**src/rtl/mipi_rx_hs_sequencer.sv**
```systemverilog
// rtl/mipi_rx_hs_sequencer.sv - D-PHY lane-0 HS-burst entry/exit sequencer for the CSI receive path
// Optional LP glitch filter: define MIPI_HS_SEQ_GLITCH_FILTER_EN.
module mipi_rx_hs_sequencer #(
  parameter int SETTLE_CYCLES  = 8,
  parameter int TIMEOUT_CYCLES = 65535,
  parameter int FILTER_CYCLES  = 2
) (
  input  logic        clk_i,
  input  logic        reset_in,
  input  logic        enable_i,
  input  logic        lp_p_i,
  input  logic        lp_n_i,
  output logic        aligner_reset_o,
  output logic        hs_active_o,
  output logic        hs_start_o,
  output logic        hs_end_o,
  output logic        error_o,
  output logic [2:0]  state_o,
  output logic [15:0] burst_count_o
);

  typedef enum logic [2:0] {
    IDLE      = 3'd0,
    STOP      = 3'd1,
    HS_RQST   = 3'd2,
    HS_PREP   = 3'd3,
    HS_SETTLE = 3'd4,
    HS_RX     = 3'd5
  } state_t;

  localparam logic [7:0]  SETTLE_LAST  = 8'(SETTLE_CYCLES - 1);
  localparam logic [15:0] TIMEOUT_LAST = 16'(TIMEOUT_CYCLES - 1);

  logic [1:0]  p_sync;
  logic [1:0]  n_sync;
  logic [1:0]  lp;
  state_t      state;
  state_t      state_next;
  logic [7:0]  settle_cnt;
  logic [15:0] timeout_cnt;
  logic [15:0] burst_count;
  logic        start_pulse;
  logic        end_pulse;
  logic        err_pulse;

  always_ff @(posedge clk_i) begin
    if (!reset_in) begin
      p_sync <= 2'b00;
      n_sync <= 2'b00;
    end else begin
      p_sync <= {p_sync[0], lp_p_i};
      n_sync <= {n_sync[0], lp_n_i};
    end
  end

`ifdef MIPI_HS_SEQ_GLITCH_FILTER_EN
  localparam logic [2:0] FILTER_LAST = 3'(FILTER_CYCLES - 1);

  logic       p_acc;
  logic       n_acc;
  logic [2:0] p_cnt;
  logic [2:0] n_cnt;

  // A line's accepted level moves only after the new level has held FILTER_CYCLES samples.
  always_ff @(posedge clk_i) begin
    if (!reset_in) begin
      p_acc <= 1'b0;
      n_acc <= 1'b0;
      p_cnt <= 3'd0;
      n_cnt <= 3'd0;
    end else begin
      if (p_sync[1] == p_acc) begin
        p_cnt <= 3'd0;
      end else if (p_cnt == FILTER_LAST) begin
        p_acc <= p_sync[1];
        p_cnt <= 3'd0;
      end else begin
        p_cnt <= p_cnt + 3'd1;
      end
      if (n_sync[1] == n_acc) begin
        n_cnt <= 3'd0;
      end else if (n_cnt == FILTER_LAST) begin
        n_acc <= n_sync[1];
        n_cnt <= 3'd0;
      end else begin
        n_cnt <= n_cnt + 3'd1;
      end
    end
  end

  assign lp = {p_acc, n_acc};
`else
  localparam int filter_unused = FILTER_CYCLES;

  assign lp = {p_sync[1], n_sync[1]};
`endif

  always_comb begin
    state_next  = state;
    start_pulse = 1'b0;
    end_pulse   = 1'b0;
    err_pulse   = 1'b0;
    case (state)
      IDLE: begin
        if (lp == 2'b11) state_next = STOP;
      end
      STOP: begin
        case (lp)
          2'b01: state_next = HS_RQST;
          2'b10: state_next = IDLE;
          2'b00: begin
            state_next = IDLE;
            err_pulse  = 1'b1;
          end
          default: state_next = STOP;
        endcase
      end
      HS_RQST: begin
        case (lp)
          2'b00: state_next = HS_PREP;
          2'b11: state_next = STOP;
          2'b10: begin
            state_next = IDLE;
            err_pulse  = 1'b1;
          end
          default: state_next = HS_RQST;
        endcase
      end
      HS_PREP: begin
        if (lp == 2'b00) begin
          state_next = HS_SETTLE;
        end else begin
          state_next = IDLE;
          err_pulse  = 1'b1;
        end
      end
      HS_SETTLE: begin
        if (settle_cnt == SETTLE_LAST) begin
          state_next  = HS_RX;
          start_pulse = 1'b1;
        end else if (lp == 2'b11) begin
          state_next = STOP;
          err_pulse  = 1'b1;
        end
      end
      HS_RX: begin
        // Stop state on the last allowed cycle still counts as a clean end.
        if (lp == 2'b11) begin
          state_next = STOP;
          end_pulse  = 1'b1;
        end else if (timeout_cnt == TIMEOUT_LAST) begin
          state_next = IDLE;
          err_pulse  = 1'b1;
        end
      end
      default: state_next = IDLE;
    endcase
    if (!enable_i) begin
      state_next  = IDLE;
      start_pulse = 1'b0;
      end_pulse   = 1'b0;
      err_pulse   = 1'b0;
    end
  end

  always_ff @(posedge clk_i) begin
    if (!reset_in) begin
      state       <= IDLE;
      settle_cnt  <= 8'd0;
      timeout_cnt <= 16'd0;
    end else begin
      state <= state_next;
      if (enable_i) begin
        if (state == HS_PREP) settle_cnt <= 8'd0;
        else if (state == HS_SETTLE) settle_cnt <= settle_cnt + 8'd1;
        if (state != HS_RX) timeout_cnt <= 16'd0;
        else timeout_cnt <= timeout_cnt + 16'd1;
      end
    end
  end

  always_ff @(posedge clk_i) begin
    if (!reset_in) begin
      aligner_reset_o <= 1'b1;
      hs_active_o     <= 1'b0;
      hs_start_o      <= 1'b0;
      hs_end_o        <= 1'b0;
      error_o         <= 1'b0;
      burst_count     <= 16'd0;
    end else begin
      aligner_reset_o <= (state_next != HS_RX);
      hs_active_o     <= (state_next == HS_RX);
      hs_start_o      <= start_pulse;
      hs_end_o        <= end_pulse;
      error_o         <= err_pulse;
      if (end_pulse) burst_count <= burst_count + 16'd1;
    end
  end

  assign state_o       = state;
  assign burst_count_o = burst_count;

endmodule

```
**config.mk**
```make
export PLATFORM = sky130hd
export DESIGN_NAME = mipi_rx_hs_sequencer
export DESIGN_NICKNAME = d
export VERILOG_FILES = /design/src/rtl/mipi_rx_hs_sequencer.sv
export SDC_FILE = /design/constraint.sdc
export NUM_CORES = 1
export LEC_CHECK = 0
export CAP_MARGIN = 0
export CORE_MARGIN = 2
export CORE_UTILIZATION = 55
export CTS_BUF_LIST = sky130_fd_sc_hd__clkbuf_4 sky130_fd_sc_hd__clkbuf_8 sky130_fd_sc_hd__clkbuf_16
export CTS_CLUSTER_DIAMETER = 50
export DETAILED_ROUTE_END_ITERATION = 8
export PLACE_DENSITY = 0.88
export SETUP_SLACK_MARGIN = 0.4
export SLEW_MARGIN = 0
export SYNTH_ARGS = -nofsm -noshare
export SYNTH_HDL_FRONTEND = slang
export SYNTH_SLANG_ARGS = --single-unit
```
**constraint.sdc**
```tcl
create_clock -name clk_i -period 2.8 [get_ports clk_i]
set_clock_uncertainty 0.15 [all_clocks]
set_input_delay 0.56 -clock clk_i [delete_from_list [all_inputs] [get_ports clk_i]]
set_output_delay 0.56 -clock clk_i [all_outputs]
set_load 0.05 [all_outputs]
```
Word-level counts from Yosys, hierarchy flattened
Cells that the tools add are included.

storage, ports and cells
  word-level logic and storage cells = 57
  output and inout port bits = 24
  register bits = 52

operators by class
  equal/unequal tests = 13
  add/subtract/negate cells = 3
  reductions and logical operators = 7
  muxes and demuxes = 23

operators with widths
  operator               number
  $add 16x1->16 const B  2
  $mux 3                 6
  $pmux 3 s6             1
  $eq 16x16->1 const B   1
  $mux 16                1
  $mux 8                 2
  $mux 1                 10
  $eq 3x3->1 const B     3
  $add 8x1->8 const B    1
  $eq 8x3->1 const B     1
  $eq 3x2->1 const B     2
  $ne 3x3->1 const B     2
  $pmux 2 s3             1
  $pmux 1 s5             1
  $eq 2x2->1 const B     2
  $pmux 2 s2             1
  $reduce_and 2->1       2
  $eq 3x1->1 const B     1
  $logic_not 3->1        1
  $reduce_and 3->1       1
  $eq 2x1->1 const B     1
  $logic_not 2->1        1
  $reduce_bool 2->1      1
  $reduce_or 2->1        1

Depth between registers and ports, before layout
Gate-level depths: netlist (run 1).

  depth in word-level cells = 6
  gate-level depth with buffers = 6
  depth with buffers taken out = 6

Least setup slack after synthesis (run 1)
Ideal clock, no wire load.

  kind = flip-flop to flip-flop
  start point = register state[0], in the netlist state_o[0]
  end point = register burst_count[13], in the netlist burst_count_o[13]
  required time = 2.579 ns
  setup slack = 0.553 ns
  period minus slack after synthesis = 2.247 ns
  arrival = 2.027 ns
  stages on the path, launching flop included = 6
  setup time = 0.071 ns
  cell sequence = dfxtp_1 > nand3b_4 > or3_1 > buf_2 > or4_1 > a21oi_1

on the way
  cells in the longest elaborated chain, start to end = 3

ends and longest elaborated chain
  what                    RTL line  text
  from (decl)             37        state_t state;
  from (signal assigned)  172       state <= state_next;
  $eq 3x3->1              103       case (state)
  $mux 1                  103
  $mux 1                  158       if (!enable_i) begin
  to (signal assigned)    196       if (end_pulse) burst_count <= burst_count + 16'd1;
  to (decl)               41        logic [15:0] burst_count;

No other way between the ends.
A chain may end at the register's enable or synchronous reset.

Worst setup path in the final report (run 1)
  start point = input enable_i
  end point = register burst_count[13], in the netlist burst_count_o[13]

on the way
  cells in the longest elaborated chain, start to end = 1

ends and longest elaborated chain
  what         RTL line  text
  from (decl)  10        input logic enable_i,
  $mux 1       158

No other way between the ends.

==> results.sh, run 1 <==
export IMPL_status="complete, no violations"
export IMPL_syn_nets=299
export IMPL_p_leak_uw=0.00101
export IMPL_start_util_pct=57.4
export IMPL_io_pins=29
export IMPL_ys_async_sr_fraction_pct=0
export IMPL_critPathLaunchType="input pin"
export IMPL_syn2layout_area_growth_pct=16.9
export IMPL_min_delay_path_depth=1
export IMPL_rows=24
export IMPL_avgSynthCellArea_um2=8.77
export IMPL_diodes=0
export IMPL_synth_main_ff_cell="dfxtp_1"
export IMPL_clkLatencyLatePin_ps=310
export IMPL_p_int_uw=953
export IMPL_synth_seq_area_share_pct=41.6
export IMPL_post_route_drc_count=0
export IMPL_slew_limit_headroom_pct=62.4
export IMPL_grt_pass1_vias=2027
export IMPL_route_vias_total=2156
export IMPL_wl_um=5240
export IMPL_nets=327
export IMPL_ir_worst_vdd_v=0.000265
export IMPL_max_freq_mhz=436
export IMPL_cp_end_kind="register"
export IMPL_r2r_end="burst_count_o[13]"
export IMPL_worst_r2r_path_depth=5
export IMPL_track_usage_pct=21.0
export IMPL_worst_pin_slew_ps=563
export IMPL_rsz0062_at_grt="no"
export IMPL_fillers=347
export IMPL_cts_root_buf="clkbuf_8"
export IMPL_clock_sinks=52
export IMPL_final_common_cell="dfxtp_1"
export IMPL_holdBufCountCts=0
export IMPL_numPortBuffers=28
export IMPL_post_route_period_util_pct=81.9
export IMPL_drt_iter0_drc=138
export IMPL_layout_common_cells="dfxtp_1 (51), nor2_1 (31), clkdlybuf4s50_1 (25), a21oi_1 (19), nand2_1 (16)"
export IMPL_drv_cap=0
export IMPL_power_total_uw=1220
export IMPL_crit_path_max_incr_delay_ps=540
export IMPL_p_sw_uw=267
export IMPL_ant_nets=0
export IMPL_cp_max_fo=8
export IMPL_vias_per_cell=5.89
export IMPL_grt_max_degree=21
export IMPL_cts_htree_levels=2
export IMPL_cp_required_ps=2880
export IMPL_period_needed_ps=2290
export IMPL_worstPathArrival_ps=2370
export IMPL_syn_area_mm2=0.00250
export IMPL_slew_viol_final=0
export IMPL_swShare_pct=21.8
export IMPL_p_seq_share_pct=61.1
export IMPL_antenna_found_initial=0
export IMPL_globalRouteOverflowTotal=0
export IMPL_cts_made_buffers=5
export IMPL_routedWlPerCell_um=14.3
export IMPL_min_to="n_sync[1]"
export IMPL_first_pass_iters=4
export IMPL_reg2reg_from="p_sync[1]"
export IMPL_gp_congestion=0.906
export IMPL_tritoncts="built"
export IMPL_synth_cell_types=42
export IMPL_setup_tns_ps=0
export IMPL_die_h_um=71.4
export IMPL_fp_dieW_um=71.4
export IMPL_final_core_util_pct=67.1
export IMPL_hold_class="reg2reg"
export IMPL_clock_power_share_pct=36.0
export IMPL_reg2reg_slack_ps=520
export IMPL_clock_path_buffers=2
export IMPL_grt_pass1_wl_um=8650
export IMPL_crit_type="in2reg"
export IMPL_power_density_mw_per_mm2=418
export IMPL_place_hpwl_um=3810
export IMPL_hold_viol=0
export IMPL_dieArea_mm2=0.00510
export IMPL_min_delay_start="n_sync[0]"
export IMPL_synthCells=285
export IMPL_synth_edf_count=0
export IMPL_setup_viol=0
export IMPL_ys_ff_latch=52
export IMPL_yosys_warnings=0
export IMPL_cp_slowest_cell="or4_1"
export IMPL_drive_above_1_share_pct=7.01
export IMPL_combPwrFrac_pct=2.9
export IMPL_crit_chain="clkdlybuf4s50_1 > nand2_1 > or3_1 > or4_1 > a21oi_1"
export IMPL_clk_pin_slew_worst_paths_ps=100
export IMPL_core_area_mm2=0.00435
metal layers:
layer  vias up  global-route usage [%]  share of wire, %
met3        10                    4.22               2.8
met2        32                    35.6                50
li1       1080                       -                 -
met5         -                       0                 0
met4         0                    9.43               2.1
met1      1034                    25.8                45
Yosys cell counts, types with 3 or more instances:
library cell | count | area (µm²)
and3b_1 | 3 | 26.3
dfxtp_1 | 52 | 1040
inv_1 | 9 | 33.8
nor2_1 | 31 | 116
nand2_1 | 16 | 60.1
o21ai_0 | 12 | 60.1
a21oi_1 | 19 | 95.1
or4_1 | 6 | 45.0
and4_1 | 3 | 26.3
clkbuf_1 | 9 | 33.8
nand3_1 | 14 | 70.1
xnor2_1 | 13 | 114
ha_1 | 9 | 113
o31ai_1 | 5 | 37.5
xor2_1 | 11 | 96.3
a211oi_1 | 3 | 22.5
a21o_1 | 3 | 22.5
and3_1 | 4 | 25.0
and2_1 | 5 | 31.3
or3_1 | 8 | 50.1
or2_2 | 3 | 18.8
nor3_1 | 5 | 25.0
nor4_1 | 5 | 31.3
nand4_1 | 13 | 81.3
through the flow:
step                      cell area [µm²]  hold WS (ps)  instances  setup WS (ps)
after floorplan                      2500           262        285            553
after global placement               2820           269        357            255
after detailed placement             2820           272        357            187
after CTS                            2910           295        365            445
after global routing                 2920           313        366            444
final                                2920           295        366            506
state kept, by name, summed over array words and instances, names as in the netlist:
| name | cells |
|---|---|
| burst_count_o | 16 |
| timeout_cnt | 16 |
| settle_cnt | 8 |
| state_o | 3 |
| n_sync | 2 |
| p_sync | 2 |
| aligner_reset_o | 1 |
| error_o | 1 |
| hs_active_o | 1 |
| hs_end_o | 1 |
| hs_start_o | 1 |
worst max-delay path by stage:
| stage | startpoint | endpoint | slack [ps] | cells after the start |
|---|---|---|---|---|
| floorplan | state_o[0] | burst_count_o[13] | 550 | 5 |
| global placement | enable_i | burst_count_o[13] | 250 | 5 |
| detailed placement | enable_i | burst_count_o[13] | 190 | 5 |
| CTS | state_o[0] | burst_count_o[13] | 440 | 4 |
| global route | state_o[2] | burst_count_o[13] | 440 | 4 |
| finish | enable_i | burst_count_o[13] | 510 | 5 |
worst max-delay path: cells and delay by family:
kind / cells / cell delay (ps)
AOI/OAI and AO/OA: 1 / 170
and+or+nand+nor: 3 / 1160
buffers and inverters: 1 / 470
final cells by class:
type / instances / area [µm²] / area share, %
Clock buffer: 6 / 82.6 / 2.83
Inverter: 9 / 33.8 / 1.16
Sequential cell: 52 / 1040 / 35.7
Clock inverter: 2 / 10.0 / 0.343
Tap cell: 52 / 65.1 / 2.23
Timing Repair Buffer: 33 / 314 / 10.7
Multi-Input combinational cell: 212 / 1370 / 47.0
power groups by stage:
stage | logic (µW) | clock network (µW) | registers, µW
floorplan | 21.6 | 0 | 762
global placement | 34.2 | 0 | 762
detailed placement | 35.0 | 0 | 763
CTS | 35.0 | 444 | 745
global route | 39.3 | 477 | 746
finish | 35.4 | 439 | 745
logic make-up (layout without fill, tap and decap cells):
| logic type | Yosys count | in the layout | share of synthesized area, % |
|---|---|---|---|
| xor gates and xnor gates | 24 | 24 | 8.41 |
| muxes | 2 | 2 | 0.801 |
| and+or+nand+nor | 126 | 126 | 28.2 |
| AOI/OAI and AO/OA | 51 | 51 | 13.1 |
| adders and majority gates | 9 | 9 | 4.50 |
| DFF | 52 | 52 | 41.6 |
| buffers and inverters | 21 | 50 | 3.40 |
timing repair:
action                                  in CTS  in global routing
hold endpoints to repair                     0                  0
endpoints found under the setup margin       3                  5
buffers inserted                             0                  1
resized for setup                            3                  1
pin swaps                                    0                  1
(Power assumes the default switching activity.)
==> run 2: changes to the inputs <==
--- a/config.mk
+++ b/config.mk
@@ -7,11 +7,11 @@
 export LEC_CHECK = 0
 export CAP_MARGIN = 0
 export CORE_MARGIN = 2
-export CORE_UTILIZATION = 55
+export CORE_UTILIZATION = 50
 export CTS_BUF_LIST = sky130_fd_sc_hd__clkbuf_4 sky130_fd_sc_hd__clkbuf_8 sky130_fd_sc_hd__clkbuf_16
 export CTS_CLUSTER_DIAMETER = 50
 export DETAILED_ROUTE_END_ITERATION = 8
-export PLACE_DENSITY = 0.88
+export PLACE_DENSITY = 0.84
 export SETUP_SLACK_MARGIN = 0.4
 export SLEW_MARGIN = 0
 export SYNTH_ARGS = -nofsm -noshare
==> constraint.sdc (replaced) <==
create_clock -name clk_i -period 2.1 [get_ports clk_i]
set_clock_uncertainty 0.15 [all_clocks]
set_input_delay 0.42 -clock clk_i [delete_from_list [all_inputs] [get_ports clk_i]]
set_output_delay 0.42 -clock clk_i [all_outputs]
set_load 0.05 [all_outputs]
==> run 2 against run 1 <==
Final cell count is 18% higher. Total power is 32% higher. Die area is 9.4% higher. Worst setup slack worse by 260 ps. Wire length is 36% higher. Critical path depth stayed put. Register-to-register slack worse by 270 ps. Count of clock-buffer cells in the layout stayed put. Non-clock buffer count is 51 higher. Hold slack worse by 6.7 ps. Clock power is 28% higher. Design area is 25% higher.
==> results.sh, run 2 (same netlist as run 1, synthesis figures left out) <==
export IMPL_status="complete, no violations"
export IMPL_drive_above_1_share_pct=41.9
export IMPL_diodes=0
export IMPL_critPathBufInv=1
export IMPL_start_util_pct=52.2
export IMPL_clock_sinks=52
export IMPL_max_freq_mhz=539
export IMPL_placed_cell_area_mm2=0.00306
export IMPL_clk_pin_slew_worst_paths_ps=90
export IMPL_numPortBuffers=28
export IMPL_place_hpwl_um=3760
export IMPL_final_area_mm2=0.00365
export IMPL_io_pins=29
export IMPL_hold_class="reg2reg"
export IMPL_globalRouteOverflowTotal=0
export IMPL_clock_path_buffers=2
export IMPL_track_usage_pct=24.5
export IMPL_crit_type="reg2reg"
export IMPL_critPathLaunchType="register"
export IMPL_route_vias_total=2476
export IMPL_routedWlPerCell_um=16.5
export IMPL_syn2layout_area_growth_pct=46.1
export IMPL_drt_iter0_drc=215
export IMPL_worstPathArrival_ps=1940
export IMPL_cp_slowest_cell="or3_4"
export IMPL_core_area_mm2=0.00479
export IMPL_worst_pin_slew_ps=429
export IMPL_ir_worst_vdd_v=0.000322
export IMPL_clkLatencyLatePin_ps=310
export IMPL_cp_required_ps=2190
export IMPL_grt_max_degree=16
export IMPL_final_core_util_pct=76.3
export IMPL_first_pass_iters=4
export IMPL_post_route_drc_count=0
export IMPL_post_route_period_util_pct=88.3
export IMPL_wl_um=7110
export IMPL_holdBufCountCts=0
export IMPL_cp_end_kind="register"
export IMPL_critPathLaunch="burst_count_o[2]"
export IMPL_cts_root_buf="clkbuf_8"
export IMPL_power_density_mw_per_mm2=441
export IMPL_crit_chain="nand3_2 > or3_4 > buf_12 > nor4_4 > mux2i_1"
export IMPL_reg2reg_from="burst_count_o[2]"
export IMPL_p_leak_uw=0.00139
export IMPL_grt_pass1_wl_um=10500
export IMPL_vias_per_cell=5.73
export IMPL_cp_max_fo=5
export IMPL_setup_viol=0
export IMPL_dieArea_mm2=0.00558
export IMPL_grt_pass1_vias=2224
export IMPL_antenna_found_initial=0
export IMPL_nets=378
export IMPL_rsz0062_at_grt="yes"
export IMPL_hold_viol=0
export IMPL_slew_limit_headroom_pct=71.1
export IMPL_drv_cap=0
export IMPL_min_delay_start="n_sync[0]"
export IMPL_fp_dieW_um=74.7
export IMPL_slew_viol_final=0
export IMPL_fillers=306
export IMPL_gp_congestion=0.849
export IMPL_crit_path_max_incr_delay_ps=480
export IMPL_layout_common_cells="buf_4 (52), nor2_1 (31), dfxtp_1 (30), a21oi_1 (14), nand2_1 (14)"
export IMPL_dpl_cell_count=387
export IMPL_critPathTopFamily="simple AND/OR/NAND/NOR gates"
export IMPL_tritoncts="built"
export IMPL_die_h_um=74.7
export IMPL_setup_tns_ps=0
export IMPL_instances_no_fill=432
export IMPL_cts_htree_levels=2
export IMPL_period_needed_ps=1850
export IMPL_final_common_cell="buf_4"
export IMPL_ant_nets=0
export IMPL_cts_made_buffers=5
export IMPL_rows=25
## run 2: cell type report
cell class	instances	area, µm²	share of cell area, %
Clock inverter	2	7.51	0.206
Sequential cell	52	1100	30.1
Multi-Input combinational cell	212	1650	45.0
Clock buffer	6	76.3	2.09
Tap cell	67	83.8	2.30
Inverter	9	33.8	0.925
Timing Repair Buffer	84	707	19.4
## run 2: power breakdown
group          internal, µW  switching [µW]
clock network           241             322
registers               975            4.53
logic                  29.7            39.2
total                  1250             365
## run 2: what timing repair did
action                                  4_1_cts  5_1_grt
endpoints found under the hold margin         0        0
gates resized for setup                      63       47
pin swaps                                    21       15
endpoints found under the setup margin       51       34
setup buffers                                27       10
gates cloned                                  0        0
## run 2: path summary, 6_finish.rpt
| check | slack [ps] | cells after the start | endpoint |
|---|---|---|---|
| hold / removal | 290 | 1 | n_sync[1] |
| setup reg to reg | 250 | 5 | burst_count_o[15] |
| hold reg to reg | 290 | 1 | n_sync[1] |
| setup / recovery | 250 | 5 | burst_count_o[15] |
## run 2: metrics by stage
step / setup slack (ps) / hold slack (ps) / power (µW)
6_report: 246 / 288 / 1610
5_1_grt: 150 / 304 / 1670
4_1_cts: 278 / 290 / 1610
3_5_place_dp: -256 / 269 / 1060
3_3_place_gp: -194 / 267 / 1060
2_1_floorplan: 247 / 261 / 1030
## run 2: metal layers
layer / share of wire, % / up-vias / global-route usage, % / wire length, µm
met5: 0 / - / 0 / 0
met4: 2.3 / 0 / 6.94 / 161
met3: 4.6 / 14 / 4.42 / 326
met2: 52 / 77 / 43.8 / 3710
met1: 41 / 1201 / 30.3 / 2910
li1: - / 1184 / - / -
==> run 3: changes to the inputs <==
--- a/config.mk
+++ b/config.mk
@@ -7,11 +7,11 @@
 export LEC_CHECK = 0
 export CAP_MARGIN = 0
 export CORE_MARGIN = 2
-export CORE_UTILIZATION = 50
+export CORE_UTILIZATION = 40
 export CTS_BUF_LIST = sky130_fd_sc_hd__clkbuf_4 sky130_fd_sc_hd__clkbuf_8 sky130_fd_sc_hd__clkbuf_16
 export CTS_CLUSTER_DIAMETER = 50
 export DETAILED_ROUTE_END_ITERATION = 8
-export PLACE_DENSITY = 0.84
+export PLACE_DENSITY = 0.72
 export SETUP_SLACK_MARGIN = 0.4
 export SLEW_MARGIN = 0
 export SYNTH_ARGS = -nofsm -noshare
==> run 3 against run 2 <==
Hold slack better by 6.7 ps. Worst setup slack improved by 40 ps. Largest cell class unchanged. Non-clock buffer count decreased by 2. Critical path type unchanged. Maximum frequency up 2.2%. Highest routed layer unchanged. Sequential share of layout area grew 0.35 points. Total power rose by 1.8%. Sequential power barely moved. First-iteration DRC count down 61%.
==> results.sh, run 3 (same netlist as run 1, synthesis figures left out) <==
export IMPL_clk_pin_slew_worst_paths_ps=90
export IMPL_dieArea_mm2=0.00690
export IMPL_final_common_cell="buf_4"
export IMPL_cts_made_buffers=5
export IMPL_ant_nets=0
export IMPL_crit_type="reg2reg"
export IMPL_status="complete, no violations"
export IMPL_nets=376
export IMPL_clkLatencyLatePin_ps=310
export IMPL_grt_pass1_wl_um=10600
export IMPL_instances_no_fill=438
export IMPL_diodes=0
export IMPL_io_pins=29
export IMPL_grt_max_degree=17
export IMPL_ir_worst_vdd_v=0.000401
export IMPL_routedWlPerCell_um=14.9
export IMPL_globalRouteOverflowTotal=0
export IMPL_core_area_mm2=0.00599
export IMPL_min_delay_start="p_sync[0]"
export IMPL_tritoncts="built"
export IMPL_track_usage_pct=18.3
export IMPL_worstPathArrival_ps=1870
export IMPL_setup_viol=0
export IMPL_clock_path_buffers=2
export IMPL_syn2layout_area_growth_pct=44.6
export IMPL_reg2reg_slack_ps=290
export IMPL_wl_um=6510
export IMPL_slew_limit_headroom_pct=68.4
export IMPL_dpl_cell_count=397
export IMPL_period_needed_ps=1810
export IMPL_p_leak_uw=0.00135
export IMPL_drv_cap=0
export IMPL_cts_htree_levels=2
export IMPL_place_hpwl_um=3990
export IMPL_cp_required_ps=2150
export IMPL_vias_per_cell=5.43
export IMPL_route_vias_total=2379
export IMPL_power_density_mw_per_mm2=454
export IMPL_hold_class="reg2reg"
export IMPL_timing_final_ws_setup_ps=286
export IMPL_cp_max_fo=6
export IMPL_post_route_period_util_pct=86.4
export IMPL_worst_r2r_path_depth=4
export IMPL_gp_congestion=0.810
export IMPL_rsz0062_at_grt="yes"
export IMPL_worst_pin_slew_ps=477
export IMPL_cp_end_kind="register"
export IMPL_max_freq_mhz=551
export IMPL_rows=28
export IMPL_whs_ps=295
export IMPL_slew_viol_final=0
export IMPL_min_to="p_sync[1]"
export IMPL_start_util_pct=41.7
export IMPL_clock_sinks=52
export IMPL_setup_tns_ps=0
export IMPL_pre_cts_slack_ps=-256
export IMPL_hold_viol=0
export IMPL_min_delay_path_depth=1
export IMPL_r2r_end="aligner_reset_o"
export IMPL_drive_above_1_share_pct=41.9
export IMPL_critPathLaunchType="register"
export IMPL_antenna_found_initial=0
export IMPL_grt_pass1_vias=2305
export IMPL_fp_dieW_um=83.1
export IMPL_post_route_drc_count=0
export IMPL_layout_common_cells="buf_4 (56), nor2_1 (31), dfxtp_1 (29), nand2_1 (15), a21oi_1 (14)"
export IMPL_drt_iter0_drc=83
export IMPL_numPortBuffers=28
export IMPL_first_pass_iters=4
export IMPL_cts_root_buf="clkbuf_8"
export IMPL_reg2reg_from="state_o[0]"
export IMPL_holdBufCountCts=0
export IMPL_power_total_uw=1640
export IMPL_die_h_um=83.1
## run 3: worst max path at each step
stage	startpoint	to	slack [ps]	depth (start not counted)
finish	state_o[0]	aligner_reset_o	290	4
global route	timeout_cnt[0]	error_o	230	6
CTS	p_sync[1]	aligner_reset_o	280	6
detailed placement	enable_i	burst_count_o[11]	-260	5
global placement	enable_i	burst_count_o[11]	-230	5
floorplan	n_sync[1]	burst_count_o[11]	250	6
## run 3: report_power, final
| group | switching (µW) | internal [µW] |
|---|---|---|
| sequential | 3.81 | 976 |
| combinational | 40.5 | 31.6 |
| clock | 338 | 251 |
| total | 382 | 1260 |
## run 3: per-stage QoR
stage / util, % / cell area (µm²)
global placement: 51.5 / 3090
global route: 60.3 / 3610
finish: 60.3 / 3610
floorplan: - / 2650
detailed placement: 51.5 / 3090
CTS: 58.0 / 3480
## run 3: cell type report
class | count | area, µm²
Clock buffer | 6 | 76.3
Clock inverter | 2 | 13.8
Fill cell | 490 | 2380
Inverter | 9 | 38.8
Multi-Input combinational cell | 212 | 1630
Sequential cell | 52 | 1100
Tap cell | 75 | 93.8
Timing Repair Buffer | 82 | 662
## run 3: worst max-delay path, cell delays in order (launching register included)
cell     delay [ps]
dfxtp_4         390
buf_6           130
or3b_4          460
o211a_1         270
a211o_1         300
## run 3: routing by layer
layer | vias up | share of wire (%) | track usage, % | wire (µm)
met1 | 1152 | 46 | 23.0 | 3030
met4 | 0 | 0.55 | 3.87 | 36
met3 | 5 | 3.1 | 3.98 | 199
met2 | 45 | 50 | 32.0 | 3250
met5 | - | 0 | 0 | 0
li1 | 1177 | - | - | -
## run 3: timing repair
| action | CTS | global route |
|---|---|---|
| resized for setup | 59 | 43 |
| pin swaps | 20 | 15 |
| setup buffers | 28 | 5 |
| setup endpoints to repair | 46 | 33 |
| hold endpoints to repair | 0 | 0 |
